### config.mk
export PLATFORM = sky130hd
export DESIGN_NAME = rate_tick_sched
export DESIGN_NICKNAME = d
export VERILOG_FILES = /design/src/rtl/rate_tick_sched.sv
export SDC_FILE = /design/constraint.sdc
export NUM_CORES = 1
export LEC_CHECK = 0
export CORE_ASPECT_RATIO = 0.7
export CORE_MARGIN = 4
export CORE_UTILIZATION = 50
export DETAILED_ROUTE_END_ITERATION = 8
export HOLD_SLACK_MARGIN = 0.12
export PLACE_DENSITY_LB_ADDON = 0.05
export SLEW_MARGIN = 20
export SYNTH_ARGS = -nofsm -noshare
export SYNTH_HDL_FRONTEND = slang
export SYNTH_SLANG_ARGS = --single-unit
export TNS_END_PERCENT = 30
### constraint.sdc
create_clock -name clk -period 4.3 [get_ports clk]
set_input_delay 0.43 -clock clk [delete_from_list [all_inputs] [get_ports clk]]
set_output_delay 0.43 -clock clk [all_outputs]
set_load 0.01 [all_outputs]
### src/rtl/rate_tick_sched.sv
// rate_tick_sched
// Sampling-rate scheduler for the 4 MHz base-clock domain. Drives a 3-bit
// rate code into an external combinational decoder and divides the base
// clock by the returned terminal count to produce a one-cycle sample tick.
// The scheduler runs finite bursts or continuous operation. Rate changes
// requested while running are held and applied only on a tick boundary, so
// every sample period runs in full at a single rate.
//
// Ports:
//   clk        base clock
//   reset      synchronous, active-low reset
//   start      one-cycle burst request (IDLE only)
//   stop       one-cycle abort request (RUN only)
//   burst_len  ticks per burst, latched on start; 0 = continuous
//   sel_in     requested rate code; sel_valid/sel_ready handshake
//   rate_sel   registered rate code to the decoder
//   rate_tc    terminal count returned by the decoder
//   tick       one-cycle sample strobe
//   tick_cnt   ticks issued in the current burst
//   busy       high while running
//   done       one-cycle pulse when a finite burst completes
module rate_tick_sched #(
  parameter int         CNT_W     = 24,
  parameter int         BURST_W   = 16,
  parameter logic [2:0] RESET_SEL = 3'b000
) (
  input  logic               clk,
  input  logic               reset,
  input  logic               start,
  input  logic               stop,
  input  logic [BURST_W-1:0] burst_len,
  input  logic [2:0]         sel_in,
  input  logic               sel_valid,
  output logic               sel_ready,
  output logic [2:0]         rate_sel,
  input  logic [CNT_W-1:0]   rate_tc,
  output logic               tick,
  output logic [BURST_W-1:0] tick_cnt,
  output logic               busy,
  output logic               done
);

  localparam logic [0:0] S_IDLE = 1'b0;
  localparam logic [0:0] S_RUN  = 1'b1;

  logic [0:0]         state_q,     state_d;
  logic [2:0]         rate_sel_q,  rate_sel_d;
  logic [2:0]         pend_sel_q,  pend_sel_d;
  logic               pend_q,      pend_d;
  logic               sel_ready_q, sel_ready_d;
  logic [CNT_W-1:0]   cnt_q,       cnt_d;
  logic               tick_q,      tick_d;
  logic [BURST_W-1:0] tick_cnt_q,  tick_cnt_d;
  logic [BURST_W-1:0] burst_len_q, burst_len_d;
  logic               busy_q,      busy_d;
  logic               done_q,      done_d;

  logic               sel_hs;
  logic               tc_hit;
  logic [BURST_W-1:0] tick_cnt_inc;
  logic               last_tick;
  logic               leave_run;

  assign sel_hs       = sel_valid && sel_ready_q;
  // >= rather than == so a rate change to a shorter tc can never strand cnt
  // above the new terminal count.
  assign tc_hit       = (cnt_q >= rate_tc);
  assign tick_cnt_inc = tick_cnt_q + 1'b1;
  assign last_tick    = (burst_len_q != '0) && (tick_cnt_inc == burst_len_q);

  always_comb begin
    state_d     = state_q;
    rate_sel_d  = rate_sel_q;
    pend_sel_d  = pend_sel_q;
    pend_d      = pend_q;
    sel_ready_d = sel_ready_q;
    cnt_d       = cnt_q;
    tick_d      = 1'b0;
    tick_cnt_d  = tick_cnt_q;
    burst_len_d = burst_len_q;
    busy_d      = busy_q;
    done_d      = 1'b0;
    leave_run   = 1'b0;

    case (state_q)
      S_IDLE: begin
        if (sel_hs) begin
          rate_sel_d = sel_in;
        end
        // stop has priority over a simultaneous start
        if (start && !stop) begin
          state_d     = S_RUN;
          cnt_d       = '0;
          tick_cnt_d  = '0;
          burst_len_d = burst_len;
          busy_d      = 1'b1;
        end
      end

      S_RUN: begin
        if (stop) begin
          // Abort suppresses any coincident tick; tick_cnt is kept.
          leave_run = 1'b1;
          state_d   = S_IDLE;
          busy_d    = 1'b0;
          cnt_d     = '0;
        end else if (tc_hit) begin
          tick_d     = 1'b1;
          cnt_d      = '0;
          tick_cnt_d = tick_cnt_inc;
          if (last_tick) begin
            leave_run = 1'b1;
            done_d    = 1'b1;
            state_d   = S_IDLE;
            busy_d    = 1'b0;
          end
        end else begin
          cnt_d = cnt_q + 1'b1;
        end

        // A held rate takes effect on a tick edge or when leaving RUN.
        if (pend_q && (tc_hit || leave_run)) begin
          rate_sel_d  = pend_sel_q;
          pend_d      = 1'b0;
          sel_ready_d = 1'b1;
        end

        // sel_hs implies pend_q==0, so this never collides with the apply
        // above. A code accepted on the edge that leaves RUN has no later
        // tick to wait for, so it is loaded directly as in IDLE.
        if (sel_hs) begin
          if (leave_run) begin
            rate_sel_d = sel_in;
          end else begin
            pend_sel_d  = sel_in;
            pend_d      = 1'b1;
            sel_ready_d = 1'b0;
          end
        end
      end

      default: begin
        state_d = S_IDLE;
        busy_d  = 1'b0;
      end
    endcase
  end

  always_ff @(posedge clk) begin
    if (!reset) begin
      state_q     <= S_IDLE;
      rate_sel_q  <= RESET_SEL;
      pend_sel_q  <= RESET_SEL;
      pend_q      <= 1'b0;
      sel_ready_q <= 1'b1;
      cnt_q       <= '0;
      tick_q      <= 1'b0;
      tick_cnt_q  <= '0;
      burst_len_q <= '0;
      busy_q      <= 1'b0;
      done_q      <= 1'b0;
    end else begin
      state_q     <= state_d;
      rate_sel_q  <= rate_sel_d;
      pend_sel_q  <= pend_sel_d;
      pend_q      <= pend_d;
      sel_ready_q <= sel_ready_d;
      cnt_q       <= cnt_d;
      tick_q      <= tick_d;
      tick_cnt_q  <= tick_cnt_d;
      burst_len_q <= burst_len_d;
      busy_q      <= busy_d;
      done_q      <= done_d;
    end
  end

  assign sel_ready = sel_ready_q;
  assign rate_sel  = rate_sel_q;
  assign tick      = tick_q;
  assign tick_cnt  = tick_cnt_q;
  assign busy      = busy_q;
  assign done      = done_q;

endmodule

==> metrics.txt <==
final setup vio count=0; time the worst path needs with I/O delays and setup=3310 ps; transition at the pin with the smallest max-transition slack=approximately 1200 ps; routing usage on met3=6.99%; TritonCTS clock tree=built; number of CTS-inserted buffers=9; reg-to-reg startpoint=tick_cnt[0]; pre-CTS setup slack=690 ps; Crit path depth=11; first-pass GRT wire length=approximately 19000 um; cells along the critical path=clkdlybuf4s50_1 > inv_1 > ha_1 > a21o_1 > a21o_1 > a2111oi_0 > o21ai_1 > nor4_2 > o21ai_1 > buf_4 > nor2_1; final weighted congestion in routability-driven placement=0.940; clock latency at the later pin of the worst-skew pair=roughly 340 ps; final-stage net count=between 600 and 700; utilization of the core after routing=between 60% and 70%; count of pins on the block boundary=71; Lkg Pwr=2.04 nW; count of instances resized after the clock tree is built=0; dpl cell area=4940 um^2; post-detailed-route wirelength per cell=roughly 16 um; Slew headroom=about 22%; number of placed cells counting well taps=around 670; Worst Hold Launch=pend_q; IO Port Bufs=70; number of cells on the worst hold path=2; clock-pin slew on the worst setup and hold paths=50 ps; Via Count=around 4k; Top FF cell, synth=dfxtp_1; First DRT Iteration DRCs=359; run status=completed; post-layout instance count excluding filler cells=roughly 700; endpoint of the lowest-slack register-to-register path=rate_sel[2]; overall power consumption=around 1.6 mW; Setup Total Neg Slack=0 ps; required time at the endpoint of the critical path=approximately 4600 ps; final hold vios=0; Antenna Diode Count=0; global route hottest layer=met1; Finished Cell Area=5270 um^2; cell with the biggest individual delay on the critical path=nor4_2; Area growth syn-to-layout=27.0%; endpoint of the worst hold-timing path=pend_q; register-to-register setup slack=approximately 1100 ps; Top delay family on crit path=compound AO/OA/AOI/OAI gates; number of routed nets with antenna violations=0; sum of overflow across all layers after global routing=0; Hold Path Class=register to register; post-CTS setup buffers=0; number of clock sinks seen by CTS=68; DIE HEIGHT=between 80 and 90 um; hold-fix buffers at CTS=0; share of the yosys chip area belonging to registers=~33%; Max VDD drop=about 0.00027 V; global routing met1 resource utilization=a little under two fifths; layout cells sized above 1=about 8.3%; number of remaining DRC errors=0; crit path DAT=3580 ps; peak fanout along the critical path=20; CTS H-Tree Depth=3; total standard cell area after synthesis=just over 4000 um^2; number of global-route vias before repair=3679; antenna violations before repair=0; largest stage delay on the critical path=roughly 670 ps; highest achievable clock rate=0.302 GHz; Post-synth ARST share=0%; Synth Warn #=0; number of cells traversed by the worst register-to-register path=8; master cell of the clock root buffer=clkbuf_16; Cell variety after synth=66; Die X-Extent=117 um; worst hold slack across all endpoints=464 ps; post-route clock skew=4.32 ps; post-synthesis average cell area=8.03 um^2; Vias per Instance=between 5 and 6; RSZ-0062 raised after global routing=false; met2 track demand over resource=a little under a third; Final Worst Setup Slack=just under 1000 ps; area of the die=~9800 um^2; number of nets produced by synthesis=around 600; total routing resource utilization after global routing=a little under a quarter; type of element capturing the critical path=register; Maximum Capacitance Violations=0; start-to-end type of the worst setup path=input port to register; number of instances in the synthesized netlist=around 520; category of the worst setup path launch point=input port; wire length reported by the detailed router=between 10000 and 15000 um; number of placement rows=27; CP Buf/Inv Count=3; pin count of the biggest net entering global routing=28; worst-case clock buffer depth=2; Final Slew Violations=0; Power Density=between 300 and 400 nW/um^2; DP HPWL=~8300 um; period utilization=just under 80%; Placeable Area=around 8000 um^2; number of flops mapped to enable cells by yosys=0; Synth Register Bits=a little under 70; Initial Util=roughly 52%; number of detailed-routing iterations run before antenna repair=5
kinds of logic after synthesis:
| family | after synthesis | share of synthesized area, % |
|---|---|---|
| simple gates | 209 | 24.9 |
| compound gates | 112 | 19.3 |
| flops | 68 | 32.8 |
| buf+inv | 55 | 5.16 |
| xor+xnor | 39 | 8.24 |
| fa+ha+maj | 26 | 7.85 |
| mux | 7 | 1.69 |
power by group:
| part | internal (mW) | switching (mW) | leakage (nW) |
|---|---|---|---|
| combinational | 0.0859 | 0.0829 | 1.34 |
| sequential | 0.643 | 0.0147 | 0.551 |
| clock | 0.510 | 0.295 | 0.152 |
worst max path at each step:
stage / from / to
6_report: rate_tc[17] / cnt_q[9]
5_1_grt: rate_tc[17] / cnt_q[9]
4_1_cts: rate_tc[17] / cnt_q[9]
3_5_place_dp: rate_tc[17] / cnt_q[9]
3_3_place_gp: rate_tc[17] / cnt_q[21]
2_1_floorplan: rate_tc[17] / tick_cnt[14]
worst reg2reg max path, delay by kind of cell, from the launching register on:
| kind | cells | cell delay [ps] |
|---|---|---|
| compound gates | 4 | 1220 |
| flops | 1 | 550 |
| simple gates | 3 | 970 |
| fa+ha+maj | 1 | 360 |
cells in the mapped netlist (3+ instances only):
master | number | share of area, %
a21oi_1 | 39 | 4.7
a22oi_1 | 4 | 0.72
and2_1 | 3 | 0.45
and3_1 | 5 | 0.75
and4_1 | 3 | 0.63
buf_2 | 3 | 0.36
clkbuf_1 | 17 | 1.5
dfxtp_1 | 68 | 33
ha_1 | 26 | 7.8
inv_1 | 32 | 2.9
mux2i_1 | 7 | 1.7
nand2_1 | 77 | 7.0
nand2b_1 | 3 | 0.45
nand3_1 | 22 | 2.7
nand4_1 | 10 | 1.5
nor2_1 | 45 | 4.1
nor3_1 | 13 | 1.6
o211ai_1 | 4 | 0.72
o21ai_0 | 14 | 1.7
o21ai_1 | 3 | 0.36
o221a_2 | 10 | 2.7
o31ai_1 | 4 | 0.72
or3_1 | 8 | 1.2
or4_1 | 3 | 0.54
xnor2_1 | 20 | 4.2
xor2_1 | 19 | 4.0
cell usage in the layout, fill, tap and decap left out, drive strengths merged, types with 3 or more instances in the layout:
| master | instances |
|---|---|
| xnor2 | 20 |
| dfxtp | 68 |
| and2 | 4 |
| o21ai | 17 |
| nand2 | 77 |
| o31ai | 4 |
| ha | 26 |
| o211ai | 4 |
| mux2i | 7 |
| nor2 | 45 |
| nand2b | 3 |
| inv | 32 |
| nor3 | 13 |
| buf | 7 |
| a2111oi | 3 |
| a22oi | 4 |
| nor4 | 5 |
| or3 | 8 |
| and4 | 3 |
| clkdlybuf4s50 | 70 |
| a21oi | 39 |
| o221a | 10 |
| nand3 | 22 |
| xor2 | 19 |
| and3 | 5 |
| a211oi | 3 |
| nand4 | 13 |
| clkinv | 4 |
| or4 | 3 |
| clkbuf | 9 |
per-layer routing:
layer	routed length, um	part of all wire, %
met1	5920	52
met2	4440	39
met3	840	7.4
met4	108	0.96
met5	0	0
registers in the layout, summed over array words and instances, names as in the netlist:
| name | cells |
|---|---|
| state_q | 1 |
| tick | 1 |
| done | 1 |
| tick_cnt | 16 |
| rate_sel | 3 |
| pend_sel_q | 3 |
| sel_ready | 1 |
| burst_len_q | 16 |
| cnt_q | 24 |
| pend_q | 1 |
| busy | 1 |
cell type report:
class,instances,area [um^2]
clock buffers,9,225
clock inverters,7,101
fillers,690,2710
inverters,33,124
multi-input cells,393,2570
flip-flops and latches,68,1360
well taps,101,126
repair buffers,77,753
Power figures use the tool's default switching activity.
